**src/rtl/ysyx_22040895_csr_pkg.sv**
```systemverilog
// Shared CSR definitions for the machine-mode CSR register file.
// Holds the CSR addresses, privileged-op encodings and mstatus field positions.
package ysyx_22040895_csr_pkg;

  localparam logic [11:0] CSR_MSTATUS  = 12'h300;
  localparam logic [11:0] CSR_MTVEC    = 12'h305;
  localparam logic [11:0] CSR_MSCRATCH = 12'h340;
  localparam logic [11:0] CSR_MEPC     = 12'h341;
  localparam logic [11:0] CSR_MCAUSE   = 12'h342;
  localparam logic [11:0] CSR_MCYCLE   = 12'hB00;
  localparam logic [11:0] CSR_MINSTRET = 12'hB02;
  localparam logic [11:0] CSR_MHARTID  = 12'hF14;

  typedef enum logic [2:0] {
    PRIV_NONE  = 3'b000,
    PRIV_ECALL = 3'b001,
    PRIV_MRET  = 3'b010,
    PRIV_CSRRS = 3'b011,
    PRIV_CSRRW = 3'b100
  } priv_op_e;

  // mstatus field positions
  localparam int MSTATUS_MIE_BIT  = 3;
  localparam int MSTATUS_MPIE_BIT = 7;
  localparam int MSTATUS_MPP_LO   = 11;
  localparam int MSTATUS_MPP_HI   = 12;
  localparam int MSTATUS_UXL_LO   = 32;
  localparam int MSTATUS_SXL_LO   = 34;

  localparam logic [63:0] MSTATUS_RST_DEFAULT =
      (64'd3 << MSTATUS_MPP_LO) | (64'd2 << MSTATUS_UXL_LO) | (64'd2 << MSTATUS_SXL_LO);

  function automatic logic csr_is_rw(input logic [11:0] addr);
    return (addr == CSR_MSTATUS)  || (addr == CSR_MTVEC)  ||
           (addr == CSR_MSCRATCH) || (addr == CSR_MEPC)   ||
           (addr == CSR_MCAUSE)   || (addr == CSR_MCYCLE) ||
           (addr == CSR_MINSTRET);
  endfunction

endpackage

```
**src/rtl/ysyx_22040895_csr_counter.sv**
```systemverilog
// Free-running CSR counter with an increment enable and a write port.
// A write in the same cycle as an increment wins and loads wdata unmodified.
module ysyx_22040895_csr_counter #(
  parameter int XLEN = 64
) (
  input  logic            clk,
  input  logic            rst_n,
  input  logic            inc_en,
  input  logic            wr_en,
  input  logic [XLEN-1:0] wdata,
  output logic [XLEN-1:0] count
);

  always_ff @(posedge clk or negedge rst_n) begin
    if (!rst_n) begin
      count <= '0;
    end else if (wr_en) begin
      count <= wdata;
    end else if (inc_en) begin
      count <= count + {{(XLEN-1){1'b0}}, 1'b1};
    end
  end

endmodule

```
**src/rtl/ysyx_22040895_csr_regfile.sv**
```systemverilog
// Machine-mode CSR register file: explicit csrrs/csrrw access, ecall/mret
// trap bookkeeping, and the mcycle/minstret performance counters.
module ysyx_22040895_csr_regfile
  import ysyx_22040895_csr_pkg::*;
#(
  parameter int              XLEN        = 64,
  parameter logic [XLEN-1:0] MSTATUS_RST = 64'h0000_000A_0000_1800
) (
  input  logic            clk,
  input  logic            rst_n,
  input  logic            commit_i,
  input  logic [2:0]      priv_op_i,
  input  logic [11:0]     csr_addr_i,
  input  logic [XLEN-1:0] csr_wdata_i,
  input  logic [XLEN-1:0] wdata_mepc_i,
  input  logic [XLEN-1:0] wdata_mcause_i,
  input  logic [XLEN-1:0] wdata_mstatus_i,
  output logic [XLEN-1:0] csr_rdata_o,
  output logic [XLEN-1:0] rdata_mepc_o,
  output logic [XLEN-1:0] rdata_mcause_o,
  output logic [XLEN-1:0] rdata_mtvec_o,
  output logic [XLEN-1:0] rdata_mstatus_o,
  output logic            illegal_o
);

  logic [XLEN-1:0] mstatus;
  logic [XLEN-1:0] mtvec;
  logic [XLEN-1:0] mscratch;
  logic [XLEN-1:0] mepc;
  logic [XLEN-1:0] mcause;
  logic [XLEN-1:0] mcycle;
  logic [XLEN-1:0] minstret;

  logic is_csr_op;
  logic addr_rw;
  logic csr_we;
  logic do_ecall;
  logic do_mret;

  assign is_csr_op = (priv_op_i == PRIV_CSRRS) || (priv_op_i == PRIV_CSRRW);
  assign addr_rw   = csr_is_rw(csr_addr_i);
  // mhartid is implemented but read-only, so it is illegal to target with a write op
  assign illegal_o = is_csr_op && !addr_rw;
  assign csr_we    = commit_i && is_csr_op && addr_rw;
  assign do_ecall  = commit_i && (priv_op_i == PRIV_ECALL);
  assign do_mret   = commit_i && (priv_op_i == PRIV_MRET);

  always_comb begin
    csr_rdata_o = '0;
    unique case (csr_addr_i)
      CSR_MSTATUS:  csr_rdata_o = mstatus;
      CSR_MTVEC:    csr_rdata_o = mtvec;
      CSR_MSCRATCH: csr_rdata_o = mscratch;
      CSR_MEPC:     csr_rdata_o = mepc;
      CSR_MCAUSE:   csr_rdata_o = mcause;
      CSR_MCYCLE:   csr_rdata_o = mcycle;
      CSR_MINSTRET: csr_rdata_o = minstret;
      default:      csr_rdata_o = '0;
    endcase
  end

  always_ff @(posedge clk or negedge rst_n) begin
    if (!rst_n) begin
      mstatus <= MSTATUS_RST;
    end else if (csr_we && (csr_addr_i == CSR_MSTATUS)) begin
      mstatus <= csr_wdata_i;
    end else if (do_ecall) begin
      mstatus[MSTATUS_MPIE_BIT]              <= mstatus[MSTATUS_MIE_BIT];
      mstatus[MSTATUS_MIE_BIT]               <= 1'b0;
      mstatus[MSTATUS_MPP_HI:MSTATUS_MPP_LO] <= 2'b11;
    end else if (do_mret) begin
      mstatus <= wdata_mstatus_i;
    end
  end

  always_ff @(posedge clk or negedge rst_n) begin
    if (!rst_n) begin
      mtvec    <= '0;
      mscratch <= '0;
      mepc     <= '0;
      mcause   <= '0;
    end else begin
      if (csr_we && (csr_addr_i == CSR_MTVEC))    mtvec    <= csr_wdata_i;
      if (csr_we && (csr_addr_i == CSR_MSCRATCH)) mscratch <= csr_wdata_i;
      if (csr_we && (csr_addr_i == CSR_MEPC)) begin
        mepc <= csr_wdata_i;
      end else if (do_ecall) begin
        mepc <= wdata_mepc_i;
      end
      if (csr_we && (csr_addr_i == CSR_MCAUSE)) begin
        mcause <= csr_wdata_i;
      end else if (do_ecall) begin
        mcause <= wdata_mcause_i;
      end
    end
  end

  ysyx_22040895_csr_counter #(.XLEN(XLEN)) u_mcycle (
    .clk   (clk),
    .rst_n (rst_n),
    .inc_en(1'b1),
    .wr_en (csr_we && (csr_addr_i == CSR_MCYCLE)),
    .wdata (csr_wdata_i),
    .count (mcycle)
  );

  ysyx_22040895_csr_counter #(.XLEN(XLEN)) u_minstret (
    .clk   (clk),
    .rst_n (rst_n),
    .inc_en(commit_i),
    .wr_en (csr_we && (csr_addr_i == CSR_MINSTRET)),
    .wdata (csr_wdata_i),
    .count (minstret)
  );

  assign rdata_mepc_o    = mepc;
  assign rdata_mcause_o  = mcause;
  assign rdata_mtvec_o   = mtvec;
  assign rdata_mstatus_o = mstatus;

endmodule

```
**config.mk**
```make
export PLATFORM = sky130hd
export DESIGN_NAME = ysyx_22040895_csr_regfile
export DESIGN_NICKNAME = d
export VERILOG_FILES = /design/src/rtl/ysyx_22040895_csr_pkg.sv /design/src/rtl/ysyx_22040895_csr_counter.sv /design/src/rtl/ysyx_22040895_csr_regfile.sv
export SDC_FILE = /design/constraint.sdc
export NUM_CORES = 1
export LEC_CHECK = 0
export CAP_MARGIN = 30
export CORE_AREA = 2 2 235 237
export CTS_CLUSTER_SIZE = 25
export DETAILED_ROUTE_END_ITERATION = 7
export DIE_AREA = 0 0 237 239
export PLACE_DENSITY_LB_ADDON = 0.05
export SLEW_MARGIN = 5
export SYNTH_ARGS = -nofsm -noshare
export SYNTH_HDL_FRONTEND = slang
export SYNTH_HIERARCHICAL = 1
export SYNTH_SLANG_ARGS = --single-unit
```
**constraint.sdc**
```tcl
create_clock -name clk -period 5.5 [get_ports clk]
set_input_delay 1.1 -clock clk [delete_from_list [all_inputs] [get_ports clk]]
set_output_delay 1.1 -clock clk [all_outputs]
set_load 0.01 [all_outputs]
```
==> qor.yml <==
clock_network:
  cts_hold_buffers: 0
  tritoncts: "done"
  path_clk_slew_ps: 50
  tritoncts.num_buffers: 49
  clock_sink_count: 448
  cts-resized-gates: 0
  cts_setup_buffers: 0
  clockRootBuffer: "sky130_fd_sc_hd__clkbuf_16"
  worstSkewPairLatency_ps: 610
  clock_path_buffers: 3
  cts_htree_levels: 2
sta:
  clock_skew_ps: 20.9
  final_report_setup_violation_count: 0
  grt_setup_unrepaired: "no"
  layout_min_cycle_time_ps: 5210
  fmaxAchievable_ghz: 0.192
  timing.final.crit_share: 0.948
  final_critical_path_setup_slack_ps: 288
  setup_total_negative_slack_ps: 0
  relSlewSlack: 0.303
  final_max_slew_viol_count: 0
  max_slew.worst_pin.slew_ps: 1040
  final-hold-violation-count: 0
yosys:
  syn_avg_cell_area_sq_um: 10.7
  largest_family_of_logic_cells_by_synthesized_area: "compound AO/OA/AOI/OAI gates"
  synth_simple_gate_area_share: 0.114
  synth_fa_ha_area_frac: 0.00104
  synth-xor-area-share: 0.0232
  synth_largest_area_cell: "sky130_fd_sc_hd__dfrtp_1"
  yosys_register_bits: 448
  synth_ff_type: "sky130_fd_sc_hd__dfrtp_1"
  syn-instance-count: 2252
  synth.top_cell.area_share: 0.460
  ys_warns: 6
  synth-edff-count: 0
  share_of_synthesized_area_occupied_by_flip_flops_and_latches: 0.464
  synth_async_sr_flop_share: 1.00
  post_synth_mux_area_share: 0.0913
  synthDistinctLibCells: 73
  ys_top_cells_by_area: "sky130_fd_sc_hd__dfrtp_1 (46%), sky130_fd_sc_hd__a22o_1 (7.8%), sky130_fd_sc_hd__mux2_2 (7.6%)"
  netlist_area_sq_mm: 0.0242
  synth_compound_gate_area_share: 0.268
detailed_routing:
  drt_drc_violations_left: 0
  wire_per_inst_um: 30.0
  drt-met1-wl_um: 44200
  top_signal_layer_used: "met5"
  first_pass_iters: 5
  viasPerCell: 6.52
  drc_violation_total_after_the_first_tritonroute_iteration: 1921
  wl_um: 107000
  detailroute.wirelength.met3_um: 9480
  met2_wirelength_um: 49200
  drtAntennaViolNets: 0
  vias: 23100
finish:
  post_route_cells_drive_above_1_share: 0.138
  n_fill_cell: 4613
  finalNetCount: 3077
  synthToLayoutAreaGrowth_pct: 36.1
  multi_input_logic_area_sq_mm: 0.0122
  sequential_cell_area_sq_mm: 0.0112
  finalCoreUtilization: 0.605
worst_setup_path:
  cp_data_required_time_ps: 4400
  startpoint_type: "input pin"
  critPathKind: "in -> out"
  crit_path_max_cell_delay_ps: 810
  critical_path_peak_fanout: 14
  timing.critical_path.cells: "clkdlybuf4s50_1 > or4_2 > buf_4 > nor2_1 > buf_4 > o2bb2ai_1 > a221o_1 > clkdlybuf4s50_1"
  worst-endpoint-arrival_ps: 4110
  cpMaxStageDelayCell: "sky130_fd_sc_hd__or4_2"
  critical_path.endpoint_type: "primary output"
pwr:
  power_density_mw_per_mm2: 281
  peakVddDrop_mv: 0.220
  leakage_nw: 14.6
  report.power.total_mw: 9.26
die:
  floorplan.initialDensity: 0.445
  floorplan.die.width_um: 237
  die-height_um: 239
  core_area_sq_mm: 0.0543
  ioPinCount: 595
  rows: 86
  fp.dieArea_sq_mm: 0.0566
outcome:
  run_status: "finished clean"
grt:
  number_of_antenna_violations_at_the_first_check_in_global_routing: 6
  grt_util_all_layers: 0.368
  maximum_number_of_pins_on_one_net_before_global_route_repair: 125
  grt_pass1_vias: 22800
  grt_pass1_wl_um: 155000
  grt_overflow_total: 0
hold_path:
  hold_path_class: "reg -> reg"
place:
  dp_hpwl_um: 74300
  finalWeightedCongestion: 0.897
  dpl_worst_slack_ps: 355
  numPortBuffers: 594
run:
  drv_cap: 0
worst paths after layout:
kind / startpoint / endpoint / slack [ps] / depth (start not counted)
max reg2reg: u_minstret/count[16]$_DFFE_PN0P_ / u_minstret/count[51]$_DFFE_PN0P_ / 2270 / 5
max in group asynchronous: rst_n / mscratch[38]$_DFFE_PN0P_ / 3810 / 2
min reg2reg: mscratch[55]$_DFFE_PN0P_ / mscratch[55]$_DFFE_PN0P_ / 500 / 1
max: csr_addr_i[6] / csr_rdata_o[42] / 290 / 8
min in group asynchronous: rst_n / rdata_mcause_o[6]$_DFFE_PN0P_ / 510 / 1
min: mscratch[55]$_DFFE_PN0P_ / mscratch[55]$_DFFE_PN0P_ / 500 / 1
Yosys cell counts (26+ instances only):
master,instances
sky130_fd_sc_hd__clkbuf_1,123
sky130_fd_sc_hd__buf_2,30
sky130_fd_sc_hd__mux2_2,164
sky130_fd_sc_hd__or4_1,40
sky130_fd_sc_hd__a22o_1,214
sky130_fd_sc_hd__mux2i_1,36
sky130_fd_sc_hd__a2bb2oi_1,26
sky130_fd_sc_hd__dfrtp_1,444
sky130_fd_sc_hd__a22oi_1,77
sky130_fd_sc_hd__nand2_1,139
sky130_fd_sc_hd__nand4_1,43
sky130_fd_sc_hd__nand3_1,41
sky130_fd_sc_hd__nor2_1,89
sky130_fd_sc_hd__o2bb2ai_1,35
sky130_fd_sc_hd__xor2_1,44
sky130_fd_sc_hd__o21ai_0,84
sky130_fd_sc_hd__o31ai_1,40
sky130_fd_sc_hd__a221o_1,42
sky130_fd_sc_hd__a21o_1,190
sky130_fd_sc_hd__a31oi_1,57
critical path: cells and delay by family:
kind	cells	cell delay [ps]
and+or+nand+nor	2	930
buffers and inverters	4	1700
AOI/OAI and AO/OA	2	370
registers in the layout, indices dropped and copies added, names as in the netlist:
| register | cells |
|---|---|
| rdata_mtvec_o | 64 |
| rdata_mstatus_o | 64 |
| u_mcycle/count | 64 |
| rdata_mcause_o | 64 |
| rdata_mepc_o | 64 |
| mscratch | 64 |
| u_minstret/count | 64 |
cell type report:
| type | count | share of cell area |
|---|---|---|
| timing repair buffer | 682 | 0.206 |
| sequential | 448 | 0.341 |
| antenna | 3 | 0.000228 |
| clock buffer | 77 | 0.0460 |
| multi-input combinational | 1603 | 0.372 |
| clock inverter | 12 | 0.00658 |
| tap | 704 | 0.0268 |
| inverter | 17 | 0.00194 |
layout by cell type (no fill, tap or decap), drive strengths merged, types with 6 or more instances in the layout:
master	instances
clkdlybuf4s50	591
dfrtp	444
a22o	214
a21o	190
mux2	164
nand2	139
buf	91
nor2	89
o21ai	84
a22oi	77
clkbuf	77
a31oi	57
nand4	47
nand3	46
xor2	44
a221o	42
or4	41
o31ai	40
mux2i	36
o2bb2ai	35
a2bb2oi	26
and3	26
xnor2	20
or3	20
inv	18
o221ai	17
and4	17
nor3	15
and2	14
o22ai	13
nor4	9
o31a	8
nand2b	8
bufinv	6
per-stage QoR:
step	instance area [sq um]	hold WS, ps	instances
floorplan	24200	475	2256
global placement	31000	483	3449
detailed placement	31100	491	3453
CTS	32900	505	3542
global route	32900	509	3546
finish	32900	502	3546
cell families (layout without fill, tap and decap cells):
| kind of cell | count (synthesis) | after routing |
|---|---|---|
| AO/OA/AOI/OAI | 832 | 832 |
| AND/OR/NAND/NOR | 500 | 500 |
| flip-flops | 448 | 448 |
| buffers and inverters | 205 | 788 |
| multiplexers | 200 | 200 |
| XOR/XNOR | 64 | 64 |
| adder cells (fa/ha/maj) | 2 | 2 |
| other | 1 | 8 |
where the power goes:
group / leakage, nW / switching, mW / total [mW] / internal (mW)
clock network: 0.848 / 1.42 / 3.59 / 2.16
registers: 5.94 / 0.390 / 4.01 / 3.62
logic: 7.80 / 0.721 / 1.66 / 0.941
per-layer routing:
metal,vias up,track usage
li1,9837,-
met1,11900,0.493
met2,1166,0.585
met3,199,0.0848
met4,6,0.130
met5,-,0
No activity file was read; power rests on OpenSTA's default activity.
